<file path="src/rtl/control_fsm.sv">
// Instruction sequencer for the exp6 LC-3b-style data path: fetch / decode / execute of ADD, AND, NOT, BR, JMP, PAUSE.
// Optional single-step mode is built when SINGLE_STEP_EN is defined (adds STEP1/STEP2 after every execute/NOP).
//
// state   | meaning
// --------+-------------------------------------------------------
// HALT  0 | idle, waiting for Run
// CLR   1 | PC <= 0
// FETCH1 2| MAR <= PC, PC <= PC+1; Run=0 here returns to HALT
// FETCH2 3| SRAM read, held MEM_WAIT cycles, load_mdr on the last
// FETCH3 4| IR <= MDR
// DECODE 5| dispatch on opcode
// EX_ADD 6| Rd <= Rs1 + (Rs2 | imm5)
// EX_AND 7| Rd <= Rs1 & (Rs2 | imm5)
// EX_NOT 8| Rd <= ~Rs1
// EX_BR  9| PC <= branch target when BEN
// EX_JMP 10| PC <= BaseR
// PAUSE1 11| wait for Continue high
// PAUSE2 12| wait for Continue low
// STEP1 14| single-step hold until Continue high (Run=0 -> HALT)
// STEP2 15| single-step hold until Continue low
module control_fsm #(
  parameter int         MEM_WAIT  = 2,
  parameter logic [3:0] PAUSE_OPC = 4'b1101
) (
  input  logic       Clk,
  input  logic       Reset,
  input  logic       Run,
  input  logic       Continue,
  input  logic [3:0] opcode,
  input  logic       imm5_sel,
  input  logic       BEN,
  output logic       load_ir,
  output logic       load_pc,
  output logic       load_mdr,
  output logic       load_mar,
  output logic       ld_reg,
  output logic [1:0] pc_sel,
  output logic [1:0] ALUK,
  output logic       GatePC,
  output logic       GateMDR,
  output logic       GateALU,
  output logic       SR2_mux_sel,
  output logic       Mem_CE,
  output logic       Mem_OE,
  output logic       Mem_WE,
  output logic [3:0] state_dbg
);

  localparam logic [3:0] S_HALT   = 4'd0;
  localparam logic [3:0] S_CLR    = 4'd1;
  localparam logic [3:0] S_FETCH1 = 4'd2;
  localparam logic [3:0] S_FETCH2 = 4'd3;
  localparam logic [3:0] S_FETCH3 = 4'd4;
  localparam logic [3:0] S_DECODE = 4'd5;
  localparam logic [3:0] S_EX_ADD = 4'd6;
  localparam logic [3:0] S_EX_AND = 4'd7;
  localparam logic [3:0] S_EX_NOT = 4'd8;
  localparam logic [3:0] S_EX_BR  = 4'd9;
  localparam logic [3:0] S_EX_JMP = 4'd10;
  localparam logic [3:0] S_PAUSE1 = 4'd11;
  localparam logic [3:0] S_PAUSE2 = 4'd12;
`ifdef SINGLE_STEP_EN
  localparam logic [3:0] S_STEP1  = 4'd14;
  localparam logic [3:0] S_STEP2  = 4'd15;
  localparam logic [3:0] S_DONE   = S_STEP1;
`else
  localparam logic [3:0] S_DONE   = S_FETCH1;
`endif

  localparam logic [3:0] WAIT_LAST = 4'(MEM_WAIT - 1);

  logic [3:0] state_q, state_d;
  logic [3:0] cnt_q, cnt_d;

  always_ff @(posedge Clk or negedge Reset) begin
    if (!Reset) begin
      state_q <= S_HALT;
      cnt_q   <= '0;
    end else begin
      state_q <= state_d;
      cnt_q   <= cnt_d;
    end
  end

  always_comb begin
    state_d = state_q;
    cnt_d   = cnt_q;
    case (state_q)
      S_HALT:   if (Run) state_d = S_CLR;
      S_CLR:    state_d = S_FETCH1;
      S_FETCH1: begin
        cnt_d   = '0;
        state_d = Run ? S_FETCH2 : S_HALT;
      end
      S_FETCH2: begin
        cnt_d = cnt_q + 4'd1;
        if (cnt_q == WAIT_LAST) state_d = S_FETCH3;
      end
      S_FETCH3: state_d = S_DECODE;
      S_DECODE: begin
        case (opcode)
          4'b0001: state_d = S_EX_ADD;
          4'b0101: state_d = S_EX_AND;
          4'b1001: state_d = S_EX_NOT;
          4'b0000: state_d = S_EX_BR;
          4'b1100: state_d = S_EX_JMP;
          default: state_d = (opcode == PAUSE_OPC) ? S_PAUSE1 : S_DONE;
        endcase
      end
      S_EX_ADD, S_EX_AND, S_EX_NOT, S_EX_BR, S_EX_JMP: state_d = S_DONE;
      S_PAUSE1: if (Continue) state_d = S_PAUSE2;
      S_PAUSE2: if (!Continue) state_d = S_FETCH1;
`ifdef SINGLE_STEP_EN
      S_STEP1: begin
        if (!Run) state_d = S_HALT;
        else if (Continue) state_d = S_STEP2;
      end
      S_STEP2:  if (!Continue) state_d = S_FETCH1;
`endif
      default:  state_d = S_HALT;
    endcase
  end

  // Moore decode; only SR2_mux_sel and the BR PC load look at live inputs.
  always_comb begin
    load_ir     = 1'b0;
    load_pc     = 1'b0;
    load_mdr    = 1'b0;
    load_mar    = 1'b0;
    ld_reg      = 1'b0;
    pc_sel      = 2'b00;
    ALUK        = 2'b00;
    GatePC      = 1'b0;
    GateMDR     = 1'b0;
    GateALU     = 1'b0;
    SR2_mux_sel = 1'b0;
    Mem_CE      = 1'b1;
    Mem_OE      = 1'b1;
    Mem_WE      = 1'b1;
    case (state_q)
      S_CLR: begin
        pc_sel  = 2'b11;
        load_pc = 1'b1;
      end
      S_FETCH1: begin
        GatePC   = 1'b1;
        load_mar = 1'b1;
        pc_sel   = 2'b01;
        load_pc  = 1'b1;
      end
      S_FETCH2: begin
        Mem_CE   = 1'b0;
        Mem_OE   = 1'b0;
        load_mdr = (cnt_q == WAIT_LAST);
      end
      S_FETCH3: begin
        GateMDR = 1'b1;
        load_ir = 1'b1;
      end
      S_EX_ADD, S_EX_AND: begin
        ALUK        = (state_q == S_EX_AND) ? 2'b01 : 2'b00;
        SR2_mux_sel = imm5_sel;
        GateALU     = 1'b1;
        ld_reg      = 1'b1;
      end
      S_EX_NOT: begin
        ALUK    = 2'b10;
        GateALU = 1'b1;
        ld_reg  = 1'b1;
      end
      S_EX_BR: begin
        if (BEN) begin
          pc_sel  = 2'b10;
          load_pc = 1'b1;
        end
      end
      S_EX_JMP: begin
        ALUK    = 2'b11;
        GateALU = 1'b1;
        pc_sel  = 2'b00;
        load_pc = 1'b1;
      end
      default: ;
    endcase
  end

  assign state_dbg = state_q;

endmodule

</file>
<file path="config.mk">
export PLATFORM = sky130hd
export DESIGN_NAME = control_fsm
export DESIGN_NICKNAME = d
export VERILOG_FILES = /design/src/rtl/control_fsm.sv
export SDC_FILE = /design/constraint.sdc
export NUM_CORES = 1
export LEC_CHECK = 0
export CAP_MARGIN = 10
export CELL_PAD_IN_SITES_DETAIL_PLACEMENT = 1
export CELL_PAD_IN_SITES_GLOBAL_PLACEMENT = 1
export CORE_ASPECT_RATIO = 1.75
export CORE_MARGIN = 4
export CORE_UTILIZATION = 32
export DETAILED_ROUTE_END_ITERATION = 7
export PLACE_DENSITY = 0.94
export SLEW_MARGIN = 10
export SYNTH_ARGS = -nofsm -noshare
export SYNTH_HDL_FRONTEND = slang
export SYNTH_SLANG_ARGS = --single-unit
</file>
<file path="constraint.sdc">
create_clock -name Clk -period 3.5 [get_ports Clk]
set_input_delay 0.35 -clock Clk [delete_from_list [all_inputs] [get_ports Clk]]
set_output_delay 0.35 -clock Clk [all_outputs]
set_load 0.02 [all_outputs]
</file>
### Word level (Yosys, flattened, before mapping)

Index checks and enable logic that the tools add are counted.
W data, S select, Z words.

* flip-flop bits (word level): 8
* bits of input ports: 10
* output and inout port bits: 20
* word-level logic and storage cells: 56

* $add $sub $neg: 1
* eq/ne operators: 22
* mux-type cells: 22
* reductions and logical operators: 9

Operator list (number)
* $eq A4 B4 Y1 const B: 8
* $pmux W4 S8: 1
* $eq A4 B3 Y1 const B: 5
* $mux W4: 5
* $pmux W4 S5: 1
* $eq A4 B1 Y1 const B: 3
* $pmux W2 S3: 2
* $mux W1: 9
* $eq A4 B2 Y1 const B: 2
* $logic_not A4 Y1: 2
* $ne A2 B2 Y1 const B: 4
* $pmux W4 S2: 1
* $reduce_or A3 Y1: 2
* $reduce_or A6 Y1: 1
* $add A4 B1 Y4 const B: 1
* $mux W2: 2
* $reduce_and A4 Y1: 1
* $reduce_or A4 Y1: 1
* $pmux W1 S2: 1
* $reduce_bool A2 Y1: 1
* $reduce_or A2 Y1: 1

### Depth between registers and ports, before layout

* word-level depth: 4
* mapped depth: 6

### Worst setup path before layout

Ideal clock, no wire load.

* path type: register to output
* start point: register state_q[3] (netlist: state_dbg[3])
* end point: output port load_mdr
* arrival time: 1.790 ns
* path slack: 1.360 ns
* cell stages (with the launch flop): 6
* path buffers: 2
* cells stage by stage: dfrtp_1 -> buf_6 -> or3b_1 -> buf_6 -> or2_4 -> nor4b_4

* longest elaborated chain between the ends: 2

Ends and longest elaborated chain
* start: declaration: line 72 `logic [3:0] state_q, state_d;`
* start signal: assignment: line 80 `state_q <= state_d;`
* $eq A4 B2 Y1: line 140 `case (state_q)`
* $mux W1: line 140
* end: declaration: line 34 `output logic load_mdr,`

Every way passes these cells.

### Worst setup path in the final report

* start point: register state_q[2] (netlist: state_dbg[2])
* end point: output port load_mdr

Same word-level chain as after synthesis.

==> results.ini <==
[route]
routed_wl_um=2280
firstDrtPassIters=4
drt-initial-drc-count=5
wl_per_cell_um=15.9
ant_nets=0
vias=789
vias_per_cell=5.48
post-route-drc-count=0

[floorplan]
dieWidth_um=45.0
rows=23
die_h_um=72.7
die_area_sq_um=3270
ios=30
coreArea_sq_um=2300
start_util=0.333

[placed_design]
dp_hpwl_um=1760
post-place-ws_ns=0.860
io_buffer_count=28
gp_congestion=0.844

[worst_setup_path]
critical_path_class=flop to output pin
worstPathArrival_ns=2.53
reg2regPathDepth=4
rrSetupSlack_ns=1.81
start_kind=flop
cp_slowest_cell=clkdlybuf4s50_1
slowest_delay_ns=0.63
critPathRequiredTime_ns=3.15
timing.critical_path.buf_inv=1
reg2reg_from=state_dbg[2]
crit_path_end_kind=output pin
path_max_fanout=18
crit_chain=or3b_1 -> or2_4 -> nor4b_4 -> clkdlybuf4s50_1
r2r-end=state_dbg[0]
cp_top_family=simple AND/OR/NAND/NOR gates

[logic_synthesis]
syn-num-nets=109
ys_types=38
synth_edf_count=0
syn_area_per_cell_sq_um=7.89
synth-main-ff-cell=dfrtp_1
ys_ff_latch=8
synth_area_sq_um=766
ys_warn_count=0
ys_async_sr_fraction=1.00
yosysSeqAreaShare=0.261
synth_cells=97

[cells_and_area]
syn_to_final_growth_pct=38.6
diodes=0
final_util=0.461
final_nets=133
fill_cells=285
drive_gt1_frac=0.0672

[global_routing]
grt-ovfl-total=0
antenna_found_initial=0
grt_pass1_wl_um=3880
track_usage=0.158
grt_pass1_vias=914
grt_start_max_net_pins=20

[sta]
finClkSkew_ns=0.00205
final.setup.worst_slack_ns=0.624
period_share=0.822
period_minus_slack_ns=2.88
finalSetupViolCount=0
hold_viol=0
fin_setup_tns_ns=0
fmax_mhz=348
rsz0062_at_grt=false
whs_ns=0.403
finalMaxSlewViolations=0

[clocking]
cts_buffer_depth=2
clock_sinks=8
cts_tree=built
cts_made_buffers=3
clk-insertion-delay-late_ns=0.23
holdBufCountCts=0
root_buffer=clkbuf_8
clk_pin_slew_worst_paths_ns=0.04
htreeDepth=1
post_cts_buffers=0
cts_resized=0

[power_and_ir_drop]
ir_drop_uv=380
total_power_mw=0.926
p_leak_nw=0.424
power_density_nw_per_um2=872

[flow_run]
cap_violations=0

[status]
status=complete, no violations

[worst_hold_path]
min_path_type=input port to asynchronous set/reset pin

==> power by group <==
part	switching (mW)	internal (mW)	total, mW
Clock	0.0381	0.0746	0.113
Sequential	0.0683	0.129	0.197
Combinational	0.330	0.285	0.616
Total	0.437	0.489	0.926
==> layout by cell type (no fill, tap or decap), drive strengths merged <==
cell / netlist / routed
a211o: 2 / 2
a21bo: 1 / 1
a21boi: 1 / 1
a21oi: 8 / 8
a22oi: 1 / 1
and2: 1 / 1
and3: 2 / 2
buf: 7 / 2
clkbuf: 4 / 3
clkdlybuf4s50: 0 / 28
conb: 1 / 1
dfrtp: 8 / 8
ha: 2 / 2
inv: 4 / 4
mux2: 1 / 1
mux2i: 1 / 1
nand2: 10 / 10
nand2b: 4 / 4
nand3: 1 / 1
nand3b: 1 / 1
nor2: 6 / 6
nor2b: 2 / 2
nor3: 4 / 4
nor3b: 1 / 1
nor4: 1 / 1
nor4b: 2 / 2
o211ai: 4 / 4
o21a: 1 / 1
o21ai: 7 / 7
o31ai: 1 / 1
o41a: 1 / 1
o41ai: 2 / 2
or2: 2 / 2
or3b: 1 / 1
xnor2: 2 / 2
==> worst max-delay path by stage <==
stage,startpoint,end,slack [ns],depth (start not counted)
6_report,state_dbg[2],load_mdr,0.62,4
5_1_grt,state_dbg[2],load_mdr,0.47,4
4_1_cts,state_dbg[2],load_mdr,0.61,4
3_5_place_dp,state_dbg[2],load_mdr,0.86,4
3_3_place_gp,state_dbg[2],load_mdr,0.94,4
2_1_floorplan,state_dbg[3],load_mdr,1.36,5
==> stage by stage <==
step | area [sq um] | cells
floorplan | 766 | 97
global placement | 1020 | 141
detailed placement | 1020 | 141
CTS | 1060 | 144
global route | 1060 | 144
finish | 1060 | 144
==> Yosys cell counts, drive strengths merged, types with 4 or more instances <==
cell type,instances,share of area
inv,4,0.020
buf,7,0.075
nand2b,4,0.033
a21oi,8,0.052
nor3,4,0.026
dfrtp,8,0.26
clkbuf,4,0.020
nor2,6,0.029
o211ai,4,0.039
o21ai,7,0.046
nand2,10,0.049
==> metal layers <==
| layer | global-route usage | vias to the layer above | routed length [um] |
|---|---|---|---|
| li1 | - | 384 | - |
| met1 | 0.153 | 385 | 860 |
| met2 | 0.293 | 17 | 1310 |
| met3 | 0.0370 | 3 | 81 |
| met4 | 0.0749 | 0 | 36 |
| met5 | 0 | - | 0 |
==> flip-flops by register name, indices dropped and copies added, names as in the netlist <==
signal     cells
cnt_q          4
state_dbg      4
==> logic make-up after synthesis <==
kind of cell,count (synthesis),synth area share
flip-flops,8,0.261
AO/OA/AOI/OAI,29,0.250
other,1,0.00490
buffers and inverters,15,0.114
XOR/XNOR,2,0.0229
multiplexers,2,0.0278
adder cells (fa/ha/maj),2,0.0327
AND/OR/NAND/NOR,38,0.286
==> cell type report <==
cell class / count / area [sq um] / share of cell area
multi-input cells: 74 / 478 / 0.450
repair buffers: 30 / 295 / 0.278
flip-flops and latches: 8 / 200 / 0.189
clock buffers: 3 / 41.3 / 0.0389
well taps: 25 / 31.3 / 0.0295
inverters: 4 / 15.0 / 0.0142
Power figures use the tool's default switching activity.
